## src/rtl/prog_assembler.sv

```systemverilog
// Front-panel instruction assembler: edge-detected op requests become 32-bit VDP words
// written sequentially into program memory. Optional ASM_PARITY_EN adds even parity in bit 31.
module prog_assembler #(
    parameter int OP_COUNT = 8,
    parameter int ADDR_W   = 4,
    parameter int REG_W    = 2
) (
    input  logic                clk,
    input  logic                rst,
    input  logic                mode,
    input  logic                clear,
    input  logic [15:0]         value,
    input  logic [REG_W-1:0]    dest,
    input  logic [REG_W-1:0]    src,
    input  logic [OP_COUNT-1:0] op_req,
    output logic                mem_we,
    output logic [ADDR_W-1:0]   mem_addr,
    output logic [31:0]         mem_data,
    output logic [ADDR_W:0]     count,
    output logic                full,
    output logic                overflow,
    output logic                busy
);

    // state | meaning
    // IDLE  | waiting for a request edge in programming mode
    // WRITE | mem_we high for one cycle at wr_ptr
    // HOLD  | waiting for all request lines to be released
    typedef enum logic [1:0] {IDLE, WRITE, HOLD} state_t;

    localparam logic [ADDR_W:0] DEPTH = (ADDR_W+1)'(1) << ADDR_W;

    state_t              state, state_nx;
    logic [OP_COUNT-1:0] req_q;
    logic [OP_COUNT-1:0] rise;
    logic [2:0]          opcode;
    logic [31:0]         inst;
    logic [ADDR_W-1:0]   wr_ptr;
    logic [ADDR_W:0]     cnt;
    logic                ovf;
    logic                accept;
    logic                reject;

    assign rise = op_req & ~req_q;

    // Highest simultaneous edge wins; lower ones are dropped.
    always_comb begin
        opcode = '0;
        for (int i = 0; i < OP_COUNT; i++) begin
            if (rise[i]) opcode = 3'(i);
        end
    end

    always_comb begin
        inst               = '0;
        inst[15:0]         = value;
        inst[16 +: REG_W]  = dest;
        inst[20 +: REG_W]  = src;
        inst[26:24]        = opcode;
`ifdef ASM_PARITY_EN
        inst[31]           = ^inst[30:0];
`else
        inst[31]           = 1'b0;
`endif
    end

    always_comb begin
        state_nx = state;
        accept   = 1'b0;
        reject   = 1'b0;
        case (state)
            IDLE: begin
                if (mode && |rise) begin
                    if (!full) begin
                        accept   = 1'b1;
                        state_nx = WRITE;
                    end else begin
                        reject   = 1'b1;
                    end
                end
            end
            WRITE:   state_nx = HOLD;
            HOLD:    if (op_req == '0) state_nx = IDLE;
            default: state_nx = IDLE;
        endcase
        if (clear) state_nx = IDLE;
    end

    always_ff @(posedge clk) begin
        if (rst) begin
            state    <= IDLE;
            req_q    <= '0;
            wr_ptr   <= '0;
            cnt      <= '0;
            ovf      <= 1'b0;
            mem_data <= '0;
        end else begin
            req_q <= op_req;
            state <= state_nx;
            if (clear) begin
                wr_ptr <= '0;
                cnt    <= '0;
                ovf    <= 1'b0;
            end else begin
                if (accept) mem_data <= inst;
                if (reject) ovf <= 1'b1;
                if (state == WRITE) begin
                    wr_ptr <= wr_ptr + ADDR_W'(1);
                    cnt    <= cnt + (ADDR_W+1)'(1);
                end
            end
        end
    end

    // Strobe is killed in the same cycle a clear or reset is presented.
    assign mem_we   = (state == WRITE) && !clear && !rst;
    assign mem_addr = wr_ptr;
    assign count    = cnt;
    assign full     = (cnt == DEPTH);
    assign overflow = ovf;
    assign busy     = (state != IDLE);

endmodule

```

## config.mk

```make
export PLATFORM = sky130hd
export DESIGN_NAME = prog_assembler
export DESIGN_NICKNAME = d
export VERILOG_FILES = /design/src/rtl/prog_assembler.sv
export SDC_FILE = /design/constraint.sdc
export NUM_CORES = 1
export LEC_CHECK = 0
export ABC_AREA = 1
export CAP_MARGIN = 20
export CELL_PAD_IN_SITES_DETAIL_PLACEMENT = 0
export CELL_PAD_IN_SITES_GLOBAL_PLACEMENT = 1
export CORE_MARGIN = 1.5
export CORE_UTILIZATION = 30
export CTS_BUF_LIST = sky130_fd_sc_hd__clkbuf_8
export DETAILED_ROUTE_END_ITERATION = 8
export PLACE_DENSITY = 0.82
export SETUP_SLACK_MARGIN = 0.05
export SYNTH_ARGS = -nofsm -noshare
export SYNTH_HDL_FRONTEND = slang
export SYNTH_SLANG_ARGS = --single-unit
```

## constraint.sdc

```tcl
create_clock -name clk -period 1.6 [get_ports clk]
set_input_delay 0.16 -clock clk [delete_from_list [all_inputs] [get_ports clk]]
set_output_delay 0.16 -clock clk [all_outputs]
set_load 0.01 [all_outputs]
```

==> metrics.md <==
| Metric | Value |
|---|---|
| Max VDD drop | 0.514 mV |
| DRC errors left | 0 |
| Vias | 1869 |
| Die H | 83.9 um |
| Setup violations, final | 0 |
| 1st-iter DRT viols | 57 |
| Area grow syn2layout | 61.7% |
| Placed cell count | 442 |
| Register bit total from synthesis | 43 |
| Vias in the first global route | 1682 |
| Die Footprint | between 7000 and 8000 sq um |
| PortBufs | 67 |
| Share of cells above drive strength 1 | 0.205 |
| Initial Util | 0.309 |
| Largest net degree at the start of global routing | 29 |
| P per Cell Area | 844 nW/um^2 |
| Clk sinks | 43 |
| RSZ-0062 raised after global routing | true |
| Synth warnings | 0 |
| Antenna viol nets, final | 0 |
| Worst hold path class | in2reg |
| WS Path Type | reg2reg |
| Crit-path max FO | 7 |
| Drt total wl | 4.72 mm |
| Tcrit/Tclk final | 0.986 |
| Nets | between 400 and 500 |
| DR pass1 iterations | 4 |
| # IOs | 77 |
| GPL Wtd Cong | between 0.7 and 0.8 |
| CP Capture Type | register |
| Clock Tree Buf Depth | 2 |
| Wire length of the first global-routing pass | 7.41 mm |
| CTS tree | built |
| CORE AREA | 6350 sq um |
| Post-synthesis cell count | 287 |
| Outcome | finished, final reports clean |
| Initial antenna violation count | 0 |
| Die width | 83.9 um |
| Area after DPL | 2820 sq um |
| Static Leak | between 1 and 1.5 nW |
| Non-Filler Instances | 457 |
| Crit path DAT | 1.81 ns |
| Final WS setup | 0.0219 ns |
| Final hold vios | 0 |
| Routed WL per cell | approximately 10 um |
| Fin Clk Skew | between 0.009 and 0.01 ns |
| Number of buffers created by CTS | 5 |
| Post-route cell area | ~3200 sq um |
| Root buf cell | clkbuf_8 |
| Pre-CTS WS | about 0.0057 ns |
| Fin util | 0.500 |
| Slew Viols, Final | 0 |
| Pwr Total | 0.00268 W |
| Cell Rows | 29 |
| GRT Residual Overflow | 0 |
| Synth Cell Area | 1960 sq um |
| Antenna cell count | 0 |
| Post-synth cell types | 26 |
| Avg Cell Area, Syn | 6.84 sq um |
| Clock Latency Late Sink | approximately 0.30 ns |
| DP HPWL | between 3 and 4 mm |
| CTS clk-pin slew, worst paths | 0.09 ns |
| Vias per cell | 4.09 |
| Max-cap violations | 0 |
| Sequential fraction of the synthesis area | 0.438 |
| H-Tree Depth | 2 |
| GR Util All Layers | 0.128 |
| Required time worst endpoint | 1.83 ns |
| Minimum clock period | 1.58 ns |
| CP Launch Type | register |
| Fmax | 0.634 GHz |
==> final cells by class <==
class,instances,area [sq um]
multi-input combinational,182,903
tap,77,96.3
timing repair buffer,94,976
inverter,53,199
sequential,43,866
clock buffer,5,68.8
fill,647,3170
clock inverter,3,67.6
==> layout by cell type (no fill, tap or decap) <==
cell type / count
nand2_4: 3
clkbuf_8: 5
buf_4: 19
clkinvlp_4: 1
conb_1: 9
nor2_4: 3
dfxtp_2: 4
dfxtp_1: 39
nor3_1: 2
nand3_4: 1
nand4_1: 4
clkbuf_16: 4
buf_6: 2
dlymetal6s2s_1: 1
buf_12: 2
nand2_1: 53
nor3b_2: 1
a21boi_0: 1
ha_1: 2
a21oi_1: 5
nor2_2: 10
nor2_1: 61
a211oi_1: 2
nor3b_1: 1
dlygate4sd2_1: 2
inv_2: 5
clkdlybuf4s50_1: 64
inv_1: 48
o21a_1: 2
bufinv_16: 2
ha_4: 1
o21ai_0: 1
a31o_2: 1
nand3_1: 5
nand2_2: 14
==> cell families (layout without fill, tap and decap cells) <==
family | Yosys count | in the layout | share of synthesized area
compound gates | 12 | 12 | 0.0388
fa+ha+maj | 3 | 3 | 0.0191
buf+inv | 70 | 155 | 0.163
flops | 43 | 43 | 0.438
other cells | 1 | 9 | 0.00191
simple gates | 158 | 158 | 0.339
==> critical path, stage by stage (launching register included) <==
cell and delay [ns]:
dfxtp_2 0.35, inv_2 0.05, ha_4 0.15, nand2_2 0.06
nor2_2 0.05, buf_6 0.11, nor2_4 0.12, nand3_4 0.19
clkbuf_16 0.24, nand2_4 0.05, nand2_1 0.04, nor2_1 0.10
==> metal layers <==
layer,global-route usage,share of wire,vias to the layer above
met4,0.0358,0.010,0
met2,0.205,0.46,44
met5,0,0,-
li1,-,-,1007
met3,0.0445,0.061,6
met1,0.162,0.46,812
==> sequential cells by signal, summed over array words and instances (netlist names) <==
name	flops
overflow	1
state	2
req_q	8
mem_data	23
mem_addr	4
count	5
==> per-stage QoR <==
| stage | TNS, ns | hold slack (ns) |
|---|---|---|
| floorplan | 0 | 0.267 |
| global placement | 0 | 0.443 |
| detailed placement | 0 | 0.455 |
| CTS | 0 | 0.428 |
| global route | -0.867 | 0.442 |
| finish | 0 | 0.443 |
==> power by group <==
group	internal, W	switching, W	total [W]
sequential	0.00113	0.0000271	0.00116
combinational	0.000288	0.000234	0.000522
clock	0.000623	0.000383	0.00101
total	0.00204	0.000644	0.00268
==> synth_stat cells <==
| library cell | n | area, sq um |
|---|---|---|
| buf_4 | 11 | 82.6 |
| conb_1 | 1 | 3.75 |
| inv_2 | 3 | 11.3 |
| dfxtp_1 | 43 | 861 |
| nand3_4 | 1 | 17.5 |
| buf_2 | 1 | 5.00 |
| nand2_2 | 1 | 6.26 |
| inv_1 | 50 | 188 |
| nor3b_1 | 1 | 7.51 |
| nor3b_2 | 1 | 12.5 |
| nor3_1 | 2 | 10.0 |
| nand4_1 | 4 | 25.0 |
| clkbuf_1 | 3 | 11.3 |
| nor2_2 | 1 | 6.26 |
| nand2_1 | 69 | 259 |
| nor2_1 | 70 | 263 |
| a31o_2 | 1 | 8.76 |
| nor2_4 | 3 | 33.8 |
| buf_6 | 2 | 22.5 |
| ha_1 | 3 | 37.5 |
| a211oi_1 | 2 | 15.0 |
| o21ai_0 | 1 | 5.00 |
| o21a_1 | 2 | 15.0 |
| a21oi_1 | 5 | 25.0 |
| nand3_1 | 5 | 25.0 |
| a21boi_0 | 1 | 7.51 |
==> path summary, 6_finish.rpt <==
| check | start | end | slack [ns] | cells after the start |
|---|---|---|---|---|
| hold / removal | dest[1] | mem_data[17]$_SDFFE_PP0P_ | 0.44 | 3 |
| setup / recovery | count[0]$_SDFFE_PP0N_ | mem_data[3]$_SDFFE_PP0P_ | 0.02 | 11 |
| hold reg to reg | overflow$_SDFFE_PP0P_ | overflow$_SDFFE_PP0P_ | 0.47 | 2 |
| setup reg to reg | count[0]$_SDFFE_PP0N_ | mem_data[3]$_SDFFE_PP0P_ | 0.02 | 11 |
==> timing repair <==
item / CTS / global route
endpoints found under the setup margin: 3 / 24
gates cloned: 0 / 5
gates resized for setup: 4 / 36
buffers inserted: 0 / 2
pin swaps: 0 / 13
hold buffers: 0 / 0
No activity file was read; power rests on OpenSTA's default activity.
